**src/rtl/clk_select_ctrl.sv**
```systemverilog
// Glitch-free clock mux select sequencer: break-before-make switching between
// NUM_CLOCKS sample clocks with a guard interval and a settle interval.
module clk_select_ctrl #(
  parameter int NUM_CLOCKS    = 4,
  parameter int SEL_W         = 2,
  parameter int GUARD_CYCLES  = 64,
  parameter int SETTLE_CYCLES = 64
) (
  input  logic                  clk,
  input  logic                  rst,
  input  logic                  req_valid,
  input  logic [SEL_W-1:0]      req_sel,
  output logic                  req_ready,
  output logic [NUM_CLOCKS-1:0] clk_select,
  output logic [SEL_W-1:0]      cur_sel,
  output logic                  cur_valid,
  output logic                  busy,
  output logic                  done,
  output logic                  err
);

  localparam int CNT_MAX = (GUARD_CYCLES > SETTLE_CYCLES) ? GUARD_CYCLES : SETTLE_CYCLES;
  localparam int CNT_W   = (CNT_MAX > 1) ? $clog2(CNT_MAX) : 1;
  localparam logic [CNT_W-1:0] GUARD_LOAD  = CNT_W'(GUARD_CYCLES - 1);
  localparam logic [CNT_W-1:0] SETTLE_LOAD = CNT_W'(SETTLE_CYCLES - 1);

  typedef enum logic [1:0] {IDLE, DROP, MAKE, DONE} state_t;

  state_t           state;
  logic [CNT_W-1:0] cnt;
  logic [SEL_W-1:0] sel_q;
  logic             accept;
  logic             sel_bad;

  function automatic logic [NUM_CLOCKS-1:0] decode(input logic [SEL_W-1:0] s);
    return NUM_CLOCKS'(1) << s;
  endfunction

  assign req_ready = (state == IDLE) && !rst;
  assign accept    = req_valid && req_ready;
  assign sel_bad   = 32'(req_sel) >= 32'(NUM_CLOCKS);

  // cnt is loaded with (duration - 1) on entry, so a state ends on the cycle cnt reads zero
  always_ff @(posedge clk) begin
    if (rst) begin
      state      <= IDLE;
      cnt        <= '0;
      sel_q      <= '0;
      clk_select <= '0;
      cur_sel    <= '0;
      cur_valid  <= 1'b0;
      busy       <= 1'b0;
      done       <= 1'b0;
      err        <= 1'b0;
    end else begin
      done <= 1'b0;
      err  <= 1'b0;
      case (state)
        IDLE: begin
          cnt <= '0;
          if (accept) begin
            if (sel_bad) begin
              err <= 1'b1;
            end else begin
              sel_q <= req_sel;
              busy  <= 1'b1;
              if (cur_valid && (req_sel == cur_sel)) begin
                state   <= DONE;
                done    <= 1'b1;
                cur_sel <= req_sel;
              end else if (!cur_valid) begin
                // mux output already parked: no guard needed
                state      <= MAKE;
                cnt        <= SETTLE_LOAD;
                clk_select <= decode(req_sel);
              end else begin
                state      <= DROP;
                cnt        <= GUARD_LOAD;
                clk_select <= '0;
                cur_valid  <= 1'b0;
              end
            end
          end
        end
        DROP: begin
          if (cnt == '0) begin
            state      <= MAKE;
            cnt        <= SETTLE_LOAD;
            clk_select <= decode(sel_q);
          end else begin
            cnt <= cnt - 1'b1;
          end
        end
        MAKE: begin
          if (cnt == '0) begin
            state     <= DONE;
            cnt       <= '0;
            done      <= 1'b1;
            cur_sel   <= sel_q;
            cur_valid <= 1'b1;
          end else begin
            cnt <= cnt - 1'b1;
          end
        end
        DONE: begin
          state <= IDLE;
          cnt   <= '0;
          busy  <= 1'b0;
        end
        default: begin
          state <= IDLE;
          cnt   <= '0;
          busy  <= 1'b0;
        end
      endcase
    end
  end

  // The mux must never see two selects at once or a direct hop between clocks
  a_onehot0: assert property (@(posedge clk) $onehot0(clk_select));
  a_no_hop: assert property (@(posedge clk) disable iff (rst)
    ((clk_select != '0) && ($past(clk_select) != '0)) |-> (clk_select == $past(clk_select)));

endmodule

```
**config.mk**
```make
export PLATFORM = sky130hd
export DESIGN_NAME = clk_select_ctrl
export DESIGN_NICKNAME = d
export VERILOG_FILES = /design/src/rtl/clk_select_ctrl.sv
export SDC_FILE = /design/constraint.sdc
export NUM_CORES = 1
export LEC_CHECK = 0
export BUFFER_PORTS_ARGS = -buffer_cell sky130_fd_sc_hd__buf_4
export CAP_MARGIN = 5
export CORE_MARGIN = 2
export CORE_UTILIZATION = 50
export CTS_CLUSTER_SIZE = 25
export DETAILED_ROUTE_END_ITERATION = 7
export PLACE_DENSITY_LB_ADDON = 0.25
export RECOVER_POWER = 25
export SYNTH_ARGS = -nofsm -noshare
export SYNTH_HDL_FRONTEND = slang
export SYNTH_SLANG_ARGS = --single-unit
```
**constraint.sdc**
```tcl
create_clock -name clk -period 4 [get_ports clk]
set_input_delay 0.8 -clock clk [delete_from_list [all_inputs] [get_ports clk]]
set_output_delay 0.8 -clock clk [all_outputs]
set_load 0.1 [all_outputs]
```
==> impl_metrics.prom, run 1 <==
# TYPE chip_impl_metric gauge
chip_impl_info{name="status",value="completed"} 1
chip_impl_metric{name="dr_wl_met2",unit="um"} 1070
chip_impl_metric{name="final_nets",unit=""} 162
chip_impl_metric{name="mappedNetlistArea",unit="um^2"} 1180
chip_impl_metric{name="cts-htree-levels",unit=""} 1
chip_impl_info{name="route.top_layer_used",value="met4"} 1
chip_impl_metric{name="wirelength_met1",unit="um"} 1200
chip_impl_metric{name="synth_warnings",unit=""} 0
chip_impl_metric{name="initial_utilization",unit=""} 0.532
chip_impl_metric{name="post-layout-total-power",unit="mW"} 1.09
chip_impl_info{name="min-delay-path-class",value="reg -> reg"} 1
chip_impl_metric{name="cts-root-to-sink-buffers",unit=""} 2
chip_impl_metric{name="vdd_ir_drop_max",unit="mV"} 0.767
chip_impl_info{name="worst-setup-path-type",value="reg -> out"} 1
chip_impl_metric{name="detail_route.drc_violations",unit=""} 0
chip_impl_metric{name="setup_violations",unit=""} 0
chip_impl_metric{name="postSynthCellCount",unit=""} 139
chip_impl_metric{name="detail_route.vias_per_cell",unit=""} 5.79
chip_impl_metric{name="max_slew_margin",unit=""} 0.226
chip_impl_info{name="critical-path-slowest-cell",value="sky130_fd_sc_hd__ha_1"} 1
chip_impl_metric{name="post-dp-hpwl",unit="um"} 1750
chip_impl_metric{name="post-route-period-util",unit=""} 0.627
chip_impl_metric{name="antennaDiodeCount",unit=""} 0
chip_impl_metric{name="avgSynthCellArea",unit="um^2"} 8.46
chip_impl_metric{name="die_area",unit="um^2"} 2760
chip_impl_metric{name="finalWeightedCongestion",unit=""} 0.793
chip_impl_metric{name="reported_max_cap_violation_count",unit=""} 0
chip_impl_metric{name="place.port_buffers",unit=""} 14
chip_impl_metric{name="synth_seq_cells",unit=""} 19
chip_impl_metric{name="antenna_violations_before_repair",unit=""} 0
chip_impl_metric{name="switching_share",unit=""} 0.541
chip_impl_metric{name="postRouteWirelength",unit="um"} 2390
chip_impl_metric{name="cts.clk_slew.worst_paths",unit="ns"} 0.10
chip_impl_metric{name="grt_use_total",unit=""} 0.192
chip_impl_metric{name="std_cell_rows",unit=""} 17
chip_impl_metric{name="placeable_core_area",unit="um^2"} 2210
chip_impl_info{name="timing.critical_path.max_delay_family",value="buffers and inverters"} 1
chip_impl_metric{name="postCtsHoldBufs",unit=""} 0
chip_impl_metric{name="clock-skew-final",unit="ns"} 0.00347
chip_impl_info{name="type_of_origin_of_the_critical_path",value="register"} 1
chip_impl_metric{name="synth.net_count",unit=""} 151
chip_impl_metric{name="power.share.clock",unit=""} 0.088
chip_impl_info{name="cts_tree",value="done"} 1
chip_impl_metric{name="finalSetupTns",unit="ns"} 0
chip_impl_metric{name="ant_nets",unit=""} 0
chip_impl_metric{name="layout.cells.non_filler",unit=""} 177
chip_impl_metric{name="p_int",unit="mW"} 0.500
chip_impl_metric{name="tritoncts.num_buffers",unit=""} 3
chip_impl_metric{name="post-cts-setup-buffer-count",unit=""} 0
chip_impl_info{name="timing.critical_path.to_type",value="output pin"} 1
chip_impl_metric{name="final_core_util",unit=""} 0.582
chip_impl_metric{name="power.share.combinational",unit=""} 0.633
chip_impl_metric{name="period_minus_slack",unit="ns"} 2.51
chip_impl_metric{name="routed_wire_length_per_instance",unit="um"} 13.5
chip_impl_info{name="critical_path.cell_chain",value="inv_1, ha_1, inv_1, nor2_1, buf_4"} 1
chip_impl_metric{name="drtIter0Drc",unit=""} 34
chip_impl_metric{name="cts_resized",unit=""} 0
chip_impl_info{name="crit_path_frequent_cell",value="sky130_fd_sc_hd__inv_1"} 1
chip_impl_metric{name="die_x",unit="um"} 52.5
chip_impl_metric{name="netlist-cell-type-count",unit=""} 41
chip_impl_metric{name="vias",unit=""} 1024
chip_impl_metric{name="switching_power",unit="mW"} 0.590
chip_impl_info{name="commonest_non_fill_non_tap_cell_in_the_layout",value="sky130_fd_sc_hd__a21oi_1"} 1
chip_impl_metric{name="die-height",unit="um"} 52.5
chip_impl_metric{name="residual_overflow_from_global_routing",unit=""} 0
chip_impl_metric{name="areaGrowthSynthToFinish",unit="%"} 9.47
chip_impl_metric{name="hold-worst-slack",unit="ns"} 0.476
chip_impl_metric{name="clkSinkCount",unit=""} 19
chip_impl_metric{name="worst_path_largest_cell_delay",unit="ns"} 0.38
chip_impl_info{name="cts.root.buffer_cell",value="sky130_fd_sc_hd__clkbuf_4"} 1
chip_impl_metric{name="pin_count_of_the_biggest_net_entering_global_routing",unit=""} 22
chip_impl_metric{name="worstPathMaxFanout",unit=""} 10
chip_impl_metric{name="seq_power_share",unit=""} 0.279
chip_impl_metric{name="p_leak",unit="nW"} 0.482
chip_impl_metric{name="dr_wl_met3",unit="um"} 79
chip_impl_metric{name="max_transition_viols_final",unit=""} 0
chip_impl_metric{name="synth.yosys.seq_area_share",unit=""} 0.323
chip_impl_metric{name="layout-drive-gt1-share",unit=""} 0.121
chip_impl_info{name="layout_common_cells",value="sky130_fd_sc_hd__a21oi_1, sky130_fd_sc_hd__dfxtp_1, sky130_fd_sc_hd__inv_1"} 1
chip_impl_metric{name="max_freq",unit="MHz"} 399
chip_impl_metric{name="crit_required",unit="ns"} 3.20
chip_impl_metric{name="cellPowerDensity",unit="nW/um^2"} 847
chip_impl_metric{name="grt_pass1_wl",unit="um"} 3910
chip_impl_info{name="grt_setup_unrepaired",value="false"} 1
chip_impl_metric{name="ioPinCount",unit=""} 16
chip_impl_metric{name="final-hold-violation-count",unit=""} 0
chip_impl_metric{name="numPlacedInstances",unit=""} 173
chip_impl_metric{name="first_pass_iters",unit=""} 4
chip_impl_metric{name="clock_latency",unit="ns"} 0.30
chip_impl_metric{name="first_global_vias",unit=""} 869
chip_impl_metric{name="worst-path-buf-inv",unit=""} 3
chip_impl_metric{name="crit_arrival",unit="ns"} 1.71
chip_impl_metric{name="worstMarginPinSlew",unit="ns"} 1.17
final cells by class:
class	count	area [um^2]
fillers	215	925
multi-input cells	100	711
flip-flops and latches	19	380
repair buffers	14	90.1
inverters	12	45.0
well taps	28	35.0
clock buffers	4	26.3
state kept, by name, indices dropped and copies added, names as in the netlist:
signal and cells:
cur_valid 1, cnt 6, state 2, cur_sel 2, clk_select 4, sel_q 2, busy 1, done 1
worst min-delay path, stage by stage (launching register included):
cell                      delay, ns
sky130_fd_sc_hd__dfxtp_1       0.32
sky130_fd_sc_hd__o31ai_1       0.06
sky130_fd_sc_hd__a21oi_1       0.06
stage by stage:
| stage | cell area, um^2 | setup WS (ns) |
|---|---|---|
| finish | 1290 | 1.49 |
| global route | 1290 | 1.34 |
| CTS | 1300 | 1.49 |
| detailed placement | 1280 | 1.67 |
| global placement | 1280 | 1.76 |
| floorplan | 1180 | 0.939 |
kinds of logic after synthesis:
kind of cell             count (synthesis)  synth area share
AO/OA/AOI/OAI                           49             0.278
XOR/XNOR                                 5            0.0372
adder cells (fa/ha/maj)                  7            0.0745
buffers and inverters                   20            0.0723
flip-flops                              19             0.323
multiplexers                             4            0.0351
other                                    1           0.00319
AND/OR/NAND/NOR                         34             0.177
power groups by stage:
stage          registers [mW]  clock network, mW  logic (mW)
2_1_floorplan           0.438                  0       0.435
3_3_place_gp            0.304                  0       0.681
3_5_place_dp            0.309                  0       0.687
4_1_cts                 0.304              0.100       0.692
5_1_grt                 0.313              0.110       0.744
6_report                0.304             0.0964       0.690
path summary, 6_finish.rpt:
| path | slack [ns] | cells after the start | from | end |
|---|---|---|---|---|
| max reg2reg | 2.00 | 6 | state[1] | clk_select[1] |
| min | 0.48 | 2 | clk_select[0] | clk_select[0] |
| max | 1.49 | 5 | state[1] | req_ready |
| min reg2reg | 0.48 | 2 | clk_select[0] | clk_select[0] |
routing by layer:
metal | global-route usage | vias to the layer above
li1 | - | 539
met1 | 0.264 | 458
met2 | 0.300 | 23
met3 | 0.0257 | 4
met4 | 0.0769 | 0
met5 | 0 | -
synth_stat cells, drive strengths merged:
master	count	area [um^2]
a31oi	3	18.8
mux2	1	11.3
nor4b	3	32.5
a211oi	2	15.0
conb	1	3.75
dfxtp	19	380
nand2b	2	12.5
o31ai	5	51.3
and3	1	6.26
o2111a	1	11.3
a41oi	1	8.76
or4b	1	13.8
nor4	2	18.8
nand4	1	6.26
and3b	1	8.76
buf	6	32.5
nand2	7	26.3
mux2i	3	30.0
nor3b	1	7.51
a211o	1	8.76
ha	7	87.6
inv	12	45.0
o22ai	5	31.3
a311oi	3	26.3
xor2	5	43.8
nor3	1	5.00
o211ai	1	7.51
or4	4	30.0
a21oi	20	100
o21a	1	7.51
o41ai	1	8.76
o21ai	3	15.0
nand3	2	10.0
o32ai	1	8.76
nor2	8	30.0
a21boi	1	7.51
clkbuf	2	7.51
Power figures use the tool's default switching activity.
==> inputs of run 2 (changes only) <==
- clock period: 4 -> 2.3 ns (I/O delays scaled with it)
==> run 2 against run 1 <==
  * Die area did not move
  * Sequential power up 75%
  * Non-clock buffer count up 1
  * Worst hold slack lost 0.029 ns
  * Critical path depth did not move
  * Cell area up 0.78%
  * Via count is 5.9% higher
  * Final cell count grew 0.56%
  * Wire length is 5.2% higher
==> impl_metrics.prom, run 2 (synthesis results as in run 1) <==
# TYPE chip_impl_metric gauge
chip_impl_info{name="status",value="completed"} 1
chip_impl_metric{name="worstPathMaxFanout",unit=""} 10
chip_impl_metric{name="layout-drive-gt1-share",unit=""} 0.147
chip_impl_metric{name="detail_route.vias_per_cell",unit=""} 6.09
chip_impl_metric{name="fin_ws",unit="ns"} 0.149
chip_impl_metric{name="cellPowerDensity",unit="nW/um^2"} 1480
chip_impl_metric{name="post-dp-hpwl",unit="um"} 1840
chip_impl_metric{name="max_freq",unit="MHz"} 465
chip_impl_metric{name="die_area",unit="um^2"} 2760
chip_impl_info{name="reg_top3",value="cnt (6), clk_select (4)"} 1
chip_impl_metric{name="first_pass_iters",unit=""} 4
chip_impl_metric{name="worstMarginPinSlew",unit="ns"} 1.17
chip_impl_info{name="type_of_origin_of_the_critical_path",value="register"} 1
chip_impl_info{name="cts_tree",value="done"} 1
chip_impl_info{name="timing.critical_path.to_type",value="output pin"} 1
chip_impl_metric{name="residual_overflow_from_global_routing",unit=""} 0
chip_impl_metric{name="largest_reg_flops",unit=""} 6
chip_impl_info{name="timing.critical_path.max_delay_family",value="buffers and inverters"} 1
chip_impl_metric{name="antennaDiodeCount",unit=""} 0
chip_impl_info{name="largest-register",value="cnt"} 1
chip_impl_metric{name="grt_use_total",unit=""} 0.197
chip_impl_metric{name="clock-skew-final",unit="ns"} 0.0102
chip_impl_info{name="worst-setup-path-type",value="reg -> out"} 1
chip_impl_metric{name="layout.cells.non_filler",unit=""} 178
chip_impl_metric{name="hold-worst-slack",unit="ns"} 0.447
chip_impl_metric{name="cts.clk_slew.worst_paths",unit="ns"} 0.12
chip_impl_metric{name="cts-root-to-sink-buffers",unit=""} 2
chip_impl_metric{name="finalSetupTns",unit="ns"} 0
chip_impl_metric{name="numPlacedInstances",unit=""} 174
chip_impl_metric{name="max_slew_margin",unit=""} 0.223
chip_impl_metric{name="ioPinCount",unit=""} 16
chip_impl_metric{name="clkSinkCount",unit=""} 19
chip_impl_metric{name="crit_arrival",unit="ns"} 1.69
chip_impl_info{name="critical-path-slowest-cell",value="sky130_fd_sc_hd__ha_1"} 1
chip_impl_metric{name="reported_max_cap_violation_count",unit=""} 0
chip_impl_metric{name="multiInputGateArea",unit="um^2"} 713
chip_impl_metric{name="initial_utilization",unit=""} 0.532
chip_impl_metric{name="grt_pass1_wl",unit="um"} 4160
chip_impl_metric{name="worst-r2r-cell-count",unit=""} 6
chip_impl_metric{name="drtIter0Drc",unit=""} 21
chip_impl_metric{name="cts_resized",unit=""} 0
chip_impl_metric{name="place.port_buffers",unit=""} 14
chip_impl_metric{name="fill_cells",unit=""} 222
chip_impl_metric{name="die-height",unit="um"} 52.5
chip_impl_metric{name="die_x",unit="um"} 52.5
chip_impl_metric{name="detail_route.drc_violations",unit=""} 0
chip_impl_metric{name="final_core_util",unit=""} 0.587
chip_impl_metric{name="critical_path_cell_count",unit=""} 5
chip_impl_info{name="layout_common_cells",value="sky130_fd_sc_hd__a21oi_1, sky130_fd_sc_hd__dfxtp_1, sky130_fd_sc_hd__inv_1"} 1
chip_impl_info{name="timing.critical_path.from",value="state[0]"} 1
chip_impl_info{name="hold_path.startpoint",value="req_sel[0]"} 1
chip_impl_metric{name="post-route-period-util",unit=""} 0.935
chip_impl_metric{name="placeable_core_area",unit="um^2"} 2210
chip_impl_metric{name="min_path_cells",unit=""} 3
chip_impl_metric{name="p_leak",unit="nW"} 0.490
chip_impl_metric{name="clock_latency",unit="ns"} 0.31
chip_impl_info{name="cts.root.buffer_cell",value="sky130_fd_sc_hd__clkbuf_4"} 1
chip_impl_metric{name="pin_count_of_the_biggest_net_entering_global_routing",unit=""} 22
chip_impl_metric{name="final_nets",unit=""} 163
chip_impl_metric{name="finalWeightedCongestion",unit=""} 0.818
chip_impl_metric{name="areaGrowthSynthToFinish",unit="%"} 10.3
chip_impl_info{name="worstReg2RegStart",value="state[1]"} 1
chip_impl_metric{name="setup_violations",unit=""} 0
chip_impl_metric{name="std_cell_rows",unit=""} 17
chip_impl_metric{name="postRouteWirelength",unit="um"} 2510
chip_impl_metric{name="routed_wire_length_per_instance",unit="um"} 14.1
chip_impl_metric{name="final-hold-violation-count",unit=""} 0
chip_impl_metric{name="tritoncts.num_buffers",unit=""} 3
chip_impl_metric{name="worst_path_largest_cell_delay",unit="ns"} 0.37
chip_impl_metric{name="crit_required",unit="ns"} 1.84
chip_impl_metric{name="vias",unit=""} 1084
chip_impl_metric{name="period_minus_slack",unit="ns"} 2.15
chip_impl_info{name="critical_path.cell_chain",value="inv_1, ha_1, inv_1, nor2_2, buf_4"} 1
chip_impl_metric{name="ant_nets",unit=""} 0
chip_impl_info{name="crit_path_frequent_cell",value="sky130_fd_sc_hd__inv_1"} 1
chip_impl_metric{name="worst-path-buf-inv",unit=""} 3
chip_impl_metric{name="preCtsSetupSlack",unit="ns"} 0.241
chip_impl_metric{name="vdd_ir_drop_max",unit="mV"} 0.952
chip_impl_metric{name="postCtsHoldBufs",unit=""} 0
chip_impl_metric{name="post-cts-setup-buffer-count",unit=""} 0
chip_impl_metric{name="max_transition_viols_final",unit=""} 0
chip_impl_info{name="min-delay-path-class",value="in -> reg"} 1
chip_impl_metric{name="first_global_vias",unit=""} 1023
chip_impl_info{name="grt_setup_unrepaired",value="false"} 1
chip_impl_info{name="commonest_non_fill_non_tap_cell_in_the_layout",value="sky130_fd_sc_hd__a21oi_1"} 1
chip_impl_metric{name="seqCellArea",unit="um^2"} 382
chip_impl_metric{name="cts-htree-levels",unit=""} 1
chip_impl_metric{name="antenna_violations_before_repair",unit=""} 0
==> run 2: metal layers <==
metal | global-route usage | part of all wire
met1 | 0.256 | 0.48
met4 | 0.0983 | 0.015
met2 | 0.319 | 0.48
met5 | 0 | 0
met3 | 0.0257 | 0.032
==> run 2: worst paths after layout <==
| kind | end | slack, ns |
|---|---|---|
| min | sel_q[0] | 0.45 |
| min reg2reg | clk_select[0] | 0.48 |
| max | req_ready | 0.15 |
| max reg2reg | clk_select[2] | 0.32 |
==> run 2: power breakdown <==
part / leakage [nW] / switching (mW) / internal, mW
logic: 0.317 / 0.830 / 0.381
registers: 0.156 / 0.108 / 0.423
clock network: 0.0177 / 0.109 / 0.0649
total: 0.490 / 1.05 / 0.869
==> run 2: final cells by class <==
| cell class | count | share of cell area |
|---|---|---|
| well taps | 28 | 0.0270 |
| repair buffers | 15 | 0.0733 |
| clock buffers | 3 | 0.0174 |
| multi-input cells | 100 | 0.550 |
| inverters | 12 | 0.0347 |
| clock inverters | 1 | 0.00386 |
| flip-flops and latches | 19 | 0.294 |
==> run 2: worst min-delay path, stage by stage <==
cell and delay [ns]:
sky130_fd_sc_hd__buf_4 0.14, sky130_fd_sc_hd__nand3_1 0.07, sky130_fd_sc_hd__a21oi_1 0.05
==> run 2: per-stage QoR <==
stage | area (um^2) | total power [mW]
2_1_floorplan | 1180 | 1.52
3_3_place_gp | 1290 | 1.72
3_5_place_dp | 1290 | 1.75
4_1_cts | 1320 | 1.92
5_1_grt | 1300 | 2.03
6_report | 1300 | 1.92
